File: config.mk
export PLATFORM = sky130hd
export DESIGN_NAME = fifo_flow_ctrl
export DESIGN_NICKNAME = d
export VERILOG_FILES = /design/src/rtl/fifo_flow_ctrl.sv
export SDC_FILE = /design/constraint.sdc
export NUM_CORES = 1
export LEC_CHECK = 0
export BUFFER_PORTS_ARGS = -buffer_cell sky130_fd_sc_hd__buf_2
export CAP_MARGIN = 15
export CORE_MARGIN = 5
export CORE_UTILIZATION = 53
export DETAILED_ROUTE_END_ITERATION = 6
export PLACE_DENSITY = 0.77
export SLEW_MARGIN = 20
export SYNTH_ARGS = -nofsm -noshare
export SYNTH_HDL_FRONTEND = slang
export SYNTH_SLANG_ARGS = --single-unit
File: constraint.sdc
create_clock -name clk -period 2.2 [get_ports clk]
set_input_delay 0.11 -clock clk [delete_from_list [all_inputs] [get_ports clk]]
set_output_delay 0.11 -clock clk [all_outputs]
set_load 0.005 [all_outputs]
File: src/rtl/fifo_flow_ctrl.sv
// fifo_flow_ctrl
// Synchronous push/pop FIFO between a link-layer source and its consumer.
// Read and write pointers wrap around internally. An occupancy counter
// drives the status flags that are fed back to the source for flow control.
// Sticky error flags record any rejected push or pop.
//
// Ports:
//   clk          rising-edge system clock
//   reset_L      asynchronous active-low reset
//   push         write request; data_in is stored when the push is accepted
//   pop          read request; the word appears on data_out one cycle later
//   data_in      write data
//   data_out     registered read data; holds its value while no pop occurs
//   valid_out    data_out carries a word popped on the previous edge
//   count        occupancy, 0 .. 2**ADDR_WIDTH
//   full, empty  decodes of count
//   almost_full  count >= ALMOST_FULL_TH
//   almost_empty count <= ALMOST_EMPTY_TH
//   overflow     sticky: a push was rejected
//   underflow    sticky: a pop was rejected
module fifo_flow_ctrl #(
  parameter int DATA_WIDTH      = 10,
  parameter int ADDR_WIDTH      = 3,
  parameter int ALMOST_FULL_TH  = 6,
  parameter int ALMOST_EMPTY_TH = 2
) (
  input  logic                  clk,
  input  logic                  reset_L,
  input  logic                  push,
  input  logic                  pop,
  input  logic [DATA_WIDTH-1:0] data_in,
  output logic [DATA_WIDTH-1:0] data_out,
  output logic                  valid_out,
  output logic [ADDR_WIDTH:0]   count,
  output logic                  full,
  output logic                  empty,
  output logic                  almost_full,
  output logic                  almost_empty,
  output logic                  overflow,
  output logic                  underflow
);

  localparam int DEPTH = 1 << ADDR_WIDTH;
  localparam logic [ADDR_WIDTH:0] DEPTH_CNT = (ADDR_WIDTH+1)'(DEPTH);
  localparam logic [ADDR_WIDTH:0] AF_TH     = (ADDR_WIDTH+1)'(ALMOST_FULL_TH);
  localparam logic [ADDR_WIDTH:0] AE_TH     = (ADDR_WIDTH+1)'(ALMOST_EMPTY_TH);

  logic [DATA_WIDTH-1:0] mem [DEPTH];
  logic [ADDR_WIDTH-1:0] wr_ptr;
  logic [ADDR_WIDTH-1:0] rd_ptr;
  logic                  push_ok;
  logic                  pop_ok;

  // Status flags decode the registered count only.
  assign full         = (count == DEPTH_CNT);
  assign empty        = (count == {(ADDR_WIDTH+1){1'b0}});
  assign almost_full  = (count >= AF_TH);
  assign almost_empty = (count <= AE_TH);

  // Acceptance: a pop at full frees a slot in the same cycle, so push is still taken.
  // A pop at empty is always refused; there is no write-through bypass.
  always_comb begin
    push_ok = 1'b0;
    pop_ok  = 1'b0;
    if (pop && !empty) begin
      pop_ok = 1'b1;
    end else begin
      pop_ok = 1'b0;
    end
    if (push && (!full || pop_ok)) begin
      push_ok = 1'b1;
    end else begin
      push_ok = 1'b0;
    end
  end

  // Storage array: write-only port. No reset, because rows are never read before they are written.
  always_ff @(posedge clk) begin
    if (push_ok) begin
      mem[wr_ptr] <= data_in;
    end
  end

  // Pointers, occupancy, read data and sticky error flags.
  always_ff @(posedge clk or negedge reset_L) begin
    if (!reset_L) begin
      wr_ptr    <= {ADDR_WIDTH{1'b0}};
      rd_ptr    <= {ADDR_WIDTH{1'b0}};
      count     <= {(ADDR_WIDTH+1){1'b0}};
      data_out  <= {DATA_WIDTH{1'b0}};
      valid_out <= 1'b0;
      overflow  <= 1'b0;
      underflow <= 1'b0;
    end else begin
      if (push_ok) begin
        wr_ptr <= wr_ptr + ADDR_WIDTH'(1);
      end

      if (pop_ok) begin
        data_out  <= mem[rd_ptr];
        rd_ptr    <= rd_ptr + ADDR_WIDTH'(1);
        valid_out <= 1'b1;
      end else begin
        valid_out <= 1'b0;
      end

      case ({push_ok, pop_ok})
        2'b10:   count <= count + (ADDR_WIDTH+1)'(1);
        2'b01:   count <= count - (ADDR_WIDTH+1)'(1);
        default: count <= count;
      endcase

      if (push && !push_ok) begin
        overflow <= 1'b1;
      end
      if (pop && !pop_ok) begin
        underflow <= 1'b1;
      end
    end
  end

endmodule

# Word-level counts from Yosys, hierarchy flattened
# Memories as Yosys holds them, arrays and structs flattened. A register that Yosys moved wholly into a read port is not among the register bits.
# Index checks and enable logic that the tools add are counted.
# Widths: inputs -> output; s select.
[classes]
n_addsub = 4
magnitude_cmp = 2
n_eq_ne = 3
mux = 6
n_reduce_logical = 12
[ops]
columns = ["operator", "count"]
rows = [
  ["$pmux 4 s2", 1],
  ["$add 3x1->3 const B", 2],
  ["$logic_not 1->1", 5],
  ["$mux 1", 5],
  ["$add 4x1->4 const B", 1],
  ["$eq 4x4->1 const B", 1],
  ["$ge 4x3->1 const B", 1],
  ["$le 4x2->1 const B", 1],
  ["$logic_and 1x1->1", 4],
  ["$logic_not 4->1", 1],
  ["$sub 4x1->4 const B", 1],
  ["$eq 2x1->1 const B", 1],
  ["$eq 2x2->1 const B", 1],
  ["$reduce_bool 2->1", 1],
  ["$logic_or 1x1->1", 1],
]
[word_totals]
reg_bits = 13
ram_bits = 80
inputBits = 14
out_inout_bits = 21
word_cells = 34
n_memories = 1
[mem_list]
columns = ["name", "depth", "word_bits", "rd", "rd_ports_with_merged_regs", "wr", "line_no", "rtl"]
rows = [
  ["mem", 8, 10, 1, 1, 1, "48", "logic [DATA_WIDTH-1:0] mem [DEPTH];"],
]

# Logic depth before layout (Yosys ltp)
# Gate-level depths: netlist of run 1.
[logic_depth]
word_depth = 9
mapped_depth = 9
mapped_depth_nobuf = 8

# Least setup slack after synthesis of run 1
# OpenSTA, ideal clock, no wires.
[synth_path]
kind = "reg2reg"
startpoint = "reg count[3]"
endpoint = "mem mem[4][0] (enable)"
setup_ns = 0.408
t_arrival_ns = 1.997
required_time_ns = 1.792
path_slack_ns = -0.205
path_stages_with_launch = 5
path_buffers = 1
synth_period_minus_slack_ns = 2.405
path_cell_list = "dfrtp_1 -> buf_2 -> or4b_4 -> o21ai_2 -> nor4b_1"
[synth_via]
elab_chain_len = 9
word_cells_on_any_way = 11
classes_between = "eq/ne: 1; mux: 4; reduce/logical: 6"
[synth_lines]
columns = ["item", "line_no", "rtl"]
rows = [
  ["from (decl)", "34", "output logic [ADDR_WIDTH:0] count,"],
  ["from (signal assigned)", "89", "count <= {(ADDR_WIDTH+1){1'b0}};"],
  ["from (signal assigned)", "108", "2'b10: count <= count + (ADDR_WIDTH+1)'(1);"],
  ["from (signal assigned)", "109", "2'b01: count <= count - (ADDR_WIDTH+1)'(1);"],
  ["$logic_not 4->1", "56", "assign empty = (count == {(ADDR_WIDTH+1){1'b0}});"],
  ["$logic_not 1->1", "65", "if (pop && !empty) begin"],
  ["$logic_and 1x1->1", "65", ""],
  ["$mux 1", "65", ""],
  ["$logic_or 1x1->1 *", "70", "if (push && (!full || pop_ok)) begin"],
  ["$logic_and 1x1->1 *", "70", ""],
  ["$mux 1 *", "70", ""],
  ["$mux 1 *", "79", "if (push_ok) begin"],
  ["$mux 1 (implied by the code) *", "80", "mem[wr_ptr] <= data_in;"],
  ["to (decl)", "48", ""],
]
# Mark *: on every way between the ends. The rest lies on a longest branch, timed or not.

# Worst setup path in the final report of run 1
[layout_path]
startpoint = "reg count[3]"
endpoint = "reg count[3]"
[layout_via]
elab_chain_len = 9
word_cells_on_any_way = 15
classes_between = "add/sub: 2; eq/ne: 3; mux: 3; reduce/logical: 7"
[layout_lines]
columns = ["item", "line_no", "rtl"]
rows = [
  ["$logic_not 4->1", "56", ""],
  ["$logic_not 1->1", "65", ""],
  ["$logic_and 1x1->1", "65", ""],
  ["$mux 1", "65", ""],
  ["$logic_or 1x1->1", "70", ""],
  ["$logic_and 1x1->1", "70", ""],
  ["$mux 1", "70", ""],
  ["$eq 2x1->1 or $eq 2x2->1 (tied branches)", "107", "case ({push_ok, pop_ok})"],
  ["$pmux 4 s2 or $reduce_bool 2->1 (tied branches)", "--", ""],
]
# Parallel ways exist; a longest one is shown, timed or not.
# A chain may end at the register's enable or synchronous reset.

==> impl_metrics.json, run 1 <==
{
  "synth.avg_cell_area_um2": 16.3,
  "combPwrFrac_pct": 35.6,
  "h-tree-depth": 3,
  "grt_pass1_wl_um": 12000,
  "crit_type": "register to register",
  "coreArea_mm2": 0.00773,
  "arrival_ns": 2.44,
  "clkLatencyLatePin_ns": 0.35,
  "fin_ws_ns": 0.0421,
  "nets": 328,
  "setup_viol": 0,
  "fin_crit_sh_pct": 98.1,
  "yosys.area_share.simple_pct": 4.58,
  "grt_max_degree": 26,
  "slew_headroom_pct": 41.9,
  "drive_gt1_share_pct": 34.1,
  "cpPeakStageDelay_ns": 0.46,
  "chipHeight_um": 99.1,
  "timing.max_cap.violations": 0,
  "grt_usage_pct": 16.0,
  "fmax_mhz": 463,
  "cp_num_buf_inv": 2,
  "io_pins": 35,
  "totalWireLength_um": 7550,
  "dp_slack_ns": 0.0459,
  "vias": 2272,
  "rsz0062_at_grt": "yes",
  "viasPerCell": 5.46,
  "p_leak_nw": 1.83,
  "crit_path_start_kind": "register",
  "ys_seq_elements": 103,
  "critical_path.top_delay_family": "compound AO/OA/AOI/OAI gates",
  "cts_buffers": 9,
  "finalNonFillerCells": 416,
  "antenna_found_initial": 0,
  "syn_area_mm2": 0.00421,
  "ys.warnings.count": 0,
  "cts_root_buf": "clkbuf_8",
  "drt-pass1-iter-count": 4,
  "p_sw_share_pct": 32.6,
  "die-area_mm2": 0.00983,
  "synth_xor_xnor_area_share_pct": 1.66,
  "worstMarginPinSlew_ns": 0.868,
  "fillerInstances": 567,
  "peakVddDrop_v": 0.000576,
  "drt_drc_violations_left": 0,
  "synth_fp_nets": 278,
  "rows": 32,
  "placed_cells": 398,
  "crit_chain": "buf_6 > o41ai_4 > or2_4 > inv_4 > ha_4 > a21o_1 > a21oi_2 > mux2i_1 > xor2_1",
  "crit_required_ns": 2.48,
  "finalHoldViolCount": 0,
  "clkTransAtPathRegs_ns": 0.10,
  "cts_tree": "done",
  "outcome": "finished clean",
  "clock_power_share_pct": 18.7,
  "synthAdderAreaFrac_pct": 1.66,
  "slew_viol_final": 0,
  "place_hpwl_um": 5330,
  "clock_path_buffers": 2,
  "place.gp.congestion": 0.750,
  "synth_top_family_by_area": "multiplexers",
  "p_per_area_mw_per_mm2": 1270,
  "ys_seq_area_share_pct": 70.7,
  "final_antenna_net_count": 0,
  "portBuffers": 34,
  "die_w_um": 99.1,
  "layout_common_cells": "edfxtp_1, buf_2, nand2_1, mux2i_1, mux2_2",
  "drt-wirelength-per-cell_um": 18.2,
  "netSwitchingPower_mw": 2.01,
  "crit_slowest_cell": "dfrtp_2",
  "synth_compound_area_share_pct": 7.93,
  "grt_pass1_vias": 2255,
  "min_period_ns": 2.16,
  "hold_class": "input port to register",
  "first_iter_violations": 153,
  "initial_core_util_pct": 54.5,
  "internal-power_mw": 4.15,
  "clock_sinks": 103,
  "critPathMaxFanout": 5,
  "crit_path_end_kind": "register",
  "post-route-util_pct": 62.7,
  "grt_overflow_total": 0,
  "syn_inst": 259,
  "power_frac_seq_pct": 45.7,
  "skew_ns": 0.0105,
  "synth_cell_types": 39,
  "layout_commonest_cell": "edfxtp_1",
  "antenna-diode-count": 0,
  "synth_mux_area_share_pct": 10.9,
  "area_growth_pct": 15.0
}
-- layout make-up --
type | count | area, um2 | share of cell area [%]
inverter | 6 | 25.0 | 0.517
timing repair buffer | 53 | 332 | 6.85
sequential | 103 | 2980 | 61.6
multi-input combinational | 136 | 1180 | 24.3
tap | 102 | 128 | 2.64
clock inverter | 7 | 73.8 | 1.52
clock buffer | 9 | 124 | 2.56
-- state kept, by name, summed over array words and instances, names as in the netlist --
| name | count |
|---|---|
| data_out | 10 |
| rd_ptr | 3 |
| count | 4 |
| valid_out | 1 |
| wr_ptr | 3 |
| mem | 80 |
| overflow | 1 |
| underflow | 1 |
-- through the flow --
step                      cell area [um2]  power, mW  TNS [ns]  hold WS [ns]
after floorplan                      4240       4.28         0        -0.186
after global placement               4600       4.95         0         0.143
after detailed placement             4600       5.03         0         0.140
after CTS                            4810       6.17         0        0.0234
after global routing                 4840       6.50    -0.541        0.0333
final                                4840       6.15         0        0.0339
-- final timing paths --
path                       startpoint         to  slack [ns]  cells after the start
setup / recovery             count[3]   count[3]        0.04                      9
hold / removal             data_in[8]  mem[3][8]        0.03                      1
setup reg to reg             count[3]   count[3]        0.04                      9
hold reg to reg              overflow   overflow        0.48                      1
max in group asynchronous     reset_L  rd_ptr[0]        1.52                      2
min in group asynchronous     reset_L   overflow        0.27                      2
-- Yosys cell counts --
| cell | instances | area, um2 |
|---|---|---|
| edfxtp_1 | 80 | 2400 |
| dfrtp_1 | 23 | 576 |
| mux2i_1 | 22 | 220 |
| nand2_1 | 22 | 82.6 |
| mux2_2 | 20 | 225 |
| a221o_1 | 10 | 100 |
| o21ai_1 | 10 | 50.1 |
| o22ai_1 | 10 | 62.6 |
| xnor2_1 | 6 | 52.6 |
| inv_1 | 5 | 18.8 |
| buf_2 | 4 | 20.0 |
| ha_1 | 4 | 50.1 |
| nor2_1 | 4 | 15.0 |
| a21o_1 | 3 | 22.5 |
| buf_1 | 3 | 11.3 |
| buf_4 | 3 | 22.5 |
| nor3_1 | 3 | 15.0 |
| buf_6 | 2 | 22.5 |
| clkbuf_1 | 2 | 7.51 |
| nor3b_1 | 2 | 15.0 |
| nor4_1 | 2 | 12.5 |
| xor2_1 | 2 | 17.5 |
| a211oi_1 | 1 | 7.51 |
| a21oi_1 | 1 | 5.00 |
| a311oi_4 | 1 | 26.3 |
| a31o_2 | 1 | 8.76 |
| fa_1 | 1 | 20.0 |
| inv_2 | 1 | 3.75 |
| mux2_4 | 1 | 15.0 |
| nand2b_1 | 1 | 6.26 |
| nor2b_1 | 1 | 6.26 |
| nor4b_1 | 1 | 8.76 |
| o211ai_1 | 1 | 7.51 |
| o21a_1 | 1 | 7.51 |
| o21ai_2 | 1 | 8.76 |
| o41ai_4 | 1 | 27.5 |
| or2_2 | 1 | 6.26 |
| or3_4 | 1 | 11.3 |
| or4b_4 | 1 | 13.8 |
-- cells by family after synthesis --
logic type / after synthesis
adder cells (fa/ha/maj): 5
AND/OR/NAND/NOR: 39
multiplexers: 43
XOR/XNOR: 8
buffers and inverters: 20
AO/OA/AOI/OAI: 41
flip-flops: 103
-- timing repair --
| item | 4_1_cts | 5_1_grt |
|---|---|---|
| hold buffers | 1 | 0 |
| gates resized for setup | 0 | 5 |
| setup buffers | 0 | 1 |
| endpoints found under the setup margin | 0 | 21 |
| hold endpoints to repair | 23 | 0 |
-- layer usage --
metal  track usage [%]  up-vias  wire [um]
met3              3.93        7        409
li1                  -     1089          -
met1              23.4     1122       3570
met5                 0        -          0
met2              24.3       54       3510
met4              4.41        0         70
-- worst reg2reg max path, cell delays in order, from the launching register on --
cell and delay [ns]:
dfrtp_2 0.46, buf_6 0.14, o41ai_4 0.36, or2_4 0.21, inv_4 0.04, ha_4 0.20, a21o_1 0.16, a21oi_2 0.13
mux2i_1 0.22, xor2_1 0.17
-- power by group through the flow --
stage	Clock (mW)	Combinational [mW]	Sequential [mW]
floorplan	0	1.48	2.80
global placement	0	2.13	2.82
detailed placement	0	2.19	2.85
CTS	1.18	2.19	2.80
global route	1.25	2.39	2.86
finish	1.15	2.19	2.81
(Power assumes the default switching activity.)
==> inputs of run 2 (changes only) <==
==> constraint.sdc (replaced) <==
create_clock -name clk -period 2.2 [get_ports clk]
set_input_delay 0.66 -clock clk [delete_from_list [all_inputs] [get_ports clk]]
set_output_delay 0.66 -clock clk [all_outputs]
set_load 0.005 [all_outputs]
==> run 2 against run 1 <==
Net effect: the flow now finishes with violations (setup timing); global-route usage increased by 0.47 points; largest power group unchanged; clock power rose by 12%; worst hold slack better by 0.25 ns; via count increased by 1.5%; maximum frequency decreased by 4.3%; final cell count rose by 1.9%; clock skew decreased by 0.0018 ns; critical path type is now register to output pin; combinational power is 6% higher; utilization increased by 1.5 points.
==> impl_metrics.json, run 2 (synthesized netlist as in run 1, its figures left out) <==
{
  "outcome": "finished, violations left",
  "critPathMaxFanout": 3,
  "antenna-diode-count": 0,
  "fmax_mhz": 443,
  "area_growth_pct": 17.8,
  "fin_ws_ns": -0.0558,
  "min_period_ns": 2.26,
  "fin_area_mm2": 0.00496,
  "arrival_ns": 1.60,
  "cts_tree": "done",
  "total_power_mw": 6.43,
  "reg_top3": "mem x80, data_out x10, count x4",
  "layout_commonest_cell": "edfxtp_1",
  "nets": 336,
  "place.gp.congestion": 0.779,
  "slew_headroom_pct": 29.0,
  "p_per_area_mw_per_mm2": 1300,
  "grt_overflow_total": 0,
  "crit_path_start_kind": "register",
  "grt_pass1_vias": 2392,
  "rsz0062_at_grt": "yes",
  "finalHoldViolCount": 0,
  "antenna_found_initial": 0,
  "layout_common_cells": "edfxtp_1, buf_2, buf_4, nand2_1, mux2i_1",
  "die-area_mm2": 0.00983,
  "viasPerCell": 5.44,
  "drt-pass1-iter-count": 4,
  "post-route-util_pct": 64.2,
  "grt_usage_pct": 16.5,
  "fillerInstances": 544,
  "fin_setup_tns_ns": -0.112,
  "clock_path_buffers": 2,
  "final_antenna_net_count": 0,
  "slew_viol_final": 0,
  "peakVddDrop_v": 0.000619,
  "clock_sinks": 103,
  "failed_checks": "setup timing",
  "fin_crit_sh_pct": 103,
  "coreArea_mm2": 0.00773,
  "worstMarginPinSlew_ns": 1.06,
  "initial_core_util_pct": 54.5,
  "finalNonFillerCells": 424,
  "regMostFlops": "mem",
  "cts_root_buf": "clkbuf_8",
  "grt_max_degree": 25,
  "crit_required_ns": 1.54,
  "largest_register_ffs": 80,
  "drive_gt1_share_pct": 37.3,
  "io_pins": 35,
  "hold_class": "input port to async pin",
  "dpl-instance-area_mm2": 0.00461,
  "placed_cells": 399,
  "cts_buffers": 9,
  "crit_type": "register to output pin",
  "portBuffers": 34,
  "drt-wirelength-per-cell_um": 18.3,
  "totalWireLength_um": 7770,
  "h-tree-depth": 3,
  "grt_pass1_wl_um": 12200,
  "whs_ns": 0.286,
  "cts_hold_buf": 0,
  "timing.max_cap.violations": 0,
  "clkTransAtPathRegs_ns": 0.10,
  "chipHeight_um": 99.1,
  "place_hpwl_um": 5000,
  "vias": 2305,
  "p_leak_nw": 1.89,
  "crit_path_end_kind": "output pin",
  "first_iter_violations": 121,
  "setup_viol": 2,
  "skew_ns": 0.00869,
  "rows": 32,
  "die_w_um": 99.1,
  "clkLatencyLatePin_ns": 0.36,
  "dp_slack_ns": -0.159,
  "drt_drc_violations_left": 0
}
run 2: changes by cell type in the layout (fill, tap and decap cells not counted), sizes merged:
cell / previous run / this run
buf: 52 / 61
clkinv: 3 / 1
dlygate4sd3: 1 / 0
inv: 6 / 8
clkinvlp: 3 / 2
bufinv: 1 / 2
run 2: repair_timing:
item                       in CTS  in global routing
setup endpoints to repair       2                 13
pin swaps                       7                  7
gates resized for setup         6                  7
setup buffers                   8                  2
run 2: path summary, 6_finish.rpt:
| path | start | slack [ns] | cells past startpoint | to |
|---|---|---|---|---|
| hold / removal | reset_L | 0.29 | 1 | count[2] |
| max in group asynchronous | reset_L | 1.50 | 1 | rd_ptr[0] |
| min in group clk | underflow | 0.47 | 1 | underflow |
| hold reg to reg | underflow | 0.47 | 1 | underflow |
| setup / recovery | count[2] | -0.06 | 4 | full |
| setup reg to reg | count[3] | -0.06 | 9 | count[3] |
run 2: worst max-delay path, cell delays in order (launching register included):
cell     delay, ns
dfrtp_2       0.42
buf_4         0.13
or4b_4        0.51
inv_2         0.09
buf_6         0.09
run 2: final cells by class:
cell class	count	area, um2	area share [%]
sequential	103	2980	60.1
multi-input combinational	136	1190	24.1
timing repair buffer	61	403	8.12
tap	102	128	2.57
clock buffer	9	124	2.50
clock inverter	7	104	2.09
inverter	6	25.0	0.504
run 2: power by group:
group / switching, mW / internal [mW]
Sequential: 0.254 / 2.55
Clock: 0.641 / 0.654
Combinational: 1.17 / 1.16
Total: 2.07 / 4.36
run 2: routing by layer:
metal | global-route usage (%) | vias to the layer above | wire (um)
met2 | 27.3 | 34 | 3870
li1 | - | 1111 | -
met1 | 21.4 | 1147 | 3530
met4 | 6.72 | 0 | 119
met3 | 3.51 | 13 | 261
met5 | 0 | - | 0
==> inputs of run 3 (changes only) <==
--- a/config.mk
+++ b/config.mk
@@ -10,7 +10,7 @@
 export CORE_MARGIN = 5
 export CORE_UTILIZATION = 53
 export DETAILED_ROUTE_END_ITERATION = 6
-export PLACE_DENSITY = 0.77
+export PLACE_DENSITY = 0.85
 export SLEW_MARGIN = 20
 export SYNTH_ARGS = -nofsm -noshare
 export SYNTH_HDL_FRONTEND = slang
==> run 3 against run 2 <==
Net effect: the run still ends with setup timing left; clock power is 12% lower; flip-flop and latch count unchanged; combinational power fell by 8.6%; setup slack better by 0.051 ns; highest routed layer unchanged.
==> impl_metrics.json, run 3 (synthesized netlist as in run 1, its figures left out) <==
{
  "chipHeight_um": 99.1,
  "fin_ws_ns": -0.00526,
  "final_antenna_net_count": 0,
  "first_iter_violations": 148,
  "crit_type": "register to register",
  "slew_viol_final": 0,
  "rows": 32,
  "regMostFlops": "mem",
  "internal-power_mw": 4.09,
  "skew_ns": 0.0101,
  "worstMarginPinSlew_ns": 1.02,
  "area_growth_pct": 15.5,
  "clock_sinks": 103,
  "combPwrFrac_pct": 34.8,
  "clock_power_share_pct": 18.5,
  "portBuffers": 34,
  "antenna_found_initial": 0,
  "drt-wirelength-per-cell_um": 17.1,
  "initial_core_util_pct": 54.5,
  "power_frac_seq_pct": 46.8,
  "min_period_ns": 2.21,
  "timing.max_cap.violations": 0,
  "dp_slack_ns": -0.104,
  "h-tree-depth": 3,
  "fin_crit_sh_pct": 100,
  "p_sw_share_pct": 33.3,
  "grt_usage_pct": 15.4,
  "cts_root_buf": "clkbuf_8",
  "crit_path_start_kind": "register",
  "cts_tree": "done",
  "fmax_mhz": 453,
  "coreArea_mm2": 0.00773,
  "grt_overflow_total": 0,
  "hold_class": "input port to async pin",
  "crit_required_ns": 2.48,
  "die-area_mm2": 0.00983,
  "place_hpwl_um": 4850,
  "failed_checks": "setup timing",
  "drt_drc_violations_left": 0,
  "io_pins": 35,
  "slew_headroom_pct": 32.1,
  "cts_hold_buf": 0,
  "finalHoldViolCount": 0,
  "netSwitchingPower_mw": 2.04,
  "cts_buffers": 9,
  "clkTransAtPathRegs_ns": 0.10,
  "fillerInstances": 521,
  "largest_register_ffs": 80,
  "drive_gt1_share_pct": 35.8,
  "drt-pass1-iter-count": 4,
  "antenna-diode-count": 0,
  "viasPerCell": 5.45,
  "die_w_um": 99.1,
  "grt_pass1_vias": 2316,
  "clock_path_buffers": 2,
  "totalWireLength_um": 7190,
  "p_leak_nw": 1.86,
  "rsz0062_at_grt": "yes",
  "arrival_ns": 2.48,
  "layout_commonest_cell": "edfxtp_1",
  "crit_path_end_kind": "register",
  "nets": 332,
  "place.gp.congestion": 0.779,
  "layout_common_cells": "edfxtp_1, buf_2, nand2_1, mux2i_1",
  "clkLatencyLatePin_ns": 0.36,
  "outcome": "finished, violations left",
  "grt_pass1_wl_um": 11700,
  "grt_max_degree": 26,
  "post-route-util_pct": 63.0,
  "vias": 2291,
  "setup_viol": 1,
  "peakVddDrop_v": 0.000466,
  "p_per_area_mw_per_mm2": 1260,
  "critPathMaxFanout": 8,
  "reg_top3": "mem x80, data_out x10, count x4"
}
[run 3: changes by cell type in the layout (fill, tap and decap cells not counted), sizes merged]
cell / change
buf: -4
inv: +3
bufinv: -2
clkinvlp: -2
clkbuf: +1
[run 3: routing by layer]
metal,track usage [%],wire length (um),vias up,part of all wire [%]
met2,24.5,3440,65,48
met1,21.0,3210,1117,45
met3,3.65,443,7,6.2
met5,0,0,-,0
met4,5.15,104,0,1.4
li1,-,-,1102,-
[run 3: layout make-up]
cell class / count / area, um2 / share of cell area [%]
inverter: 6 / 22.5 / 0.463
sequential: 103 / 2980 / 61.3
clock buffer: 10 / 138 / 2.83
tap: 102 / 128 / 2.62
clock inverter: 6 / 57.6 / 1.18
timing repair buffer: 57 / 360 / 7.41
multi-input combinational: 136 / 1180 / 24.2
[run 3: path summary, 6_finish.rpt]
kind,from,endpoint,slack (ns),depth (start not counted)
max,count[1],count[3],-0.005,9
min,reset_L,count[1],0.26,1
max reg2reg,count[1],count[3],-0.005,9
min reg2reg,underflow,underflow,0.47,1
max in group asynchronous,reset_L,rd_ptr[0],1.55,1
min in group clk,underflow,underflow,0.47,1
[run 3: critical path: stages, from the launching register on]
cell	delay, ns
dfrtp_2	0.43
buf_6	0.14
o41ai_4	0.34
or2_4	0.18
inv_1	0.06
ha_1	0.26
a21o_1	0.16
a21oi_2	0.12
mux2i_1	0.22
xor2_1	0.18
[run 3: power groups by stage]
stage	clock network, mW	registers (mW)	logic [mW]
5_1_grt	1.25	2.91	2.33
6_report	1.13	2.87	2.13
3_3_place_gp	0	2.92	1.90
3_5_place_dp	0	2.95	1.96
2_1_floorplan	0	2.80	1.49
4_1_cts	1.16	2.86	2.10
[run 3: what timing repair did]
item,CTS,global route
gates cloned,0,0
setup buffers,6,2
gates resized for setup,6,3
setup endpoints to repair,2,34
pin swaps,6,3
[run 3: stage by stage]
step	hold slack, ns	cells	area (um2)	power, mW	setup TNS [ns]
after global placement	0.436	397	4580	4.82	-0.0303
after CTS	0.263	418	4830	6.13	0
after detailed placement	0.460	397	4580	4.91	-0.960
after floorplan	0.364	259	4250	4.28	0
final	0.263	420	4860	6.13	-0.00526
after global routing	0.292	420	4860	6.50	-1.18
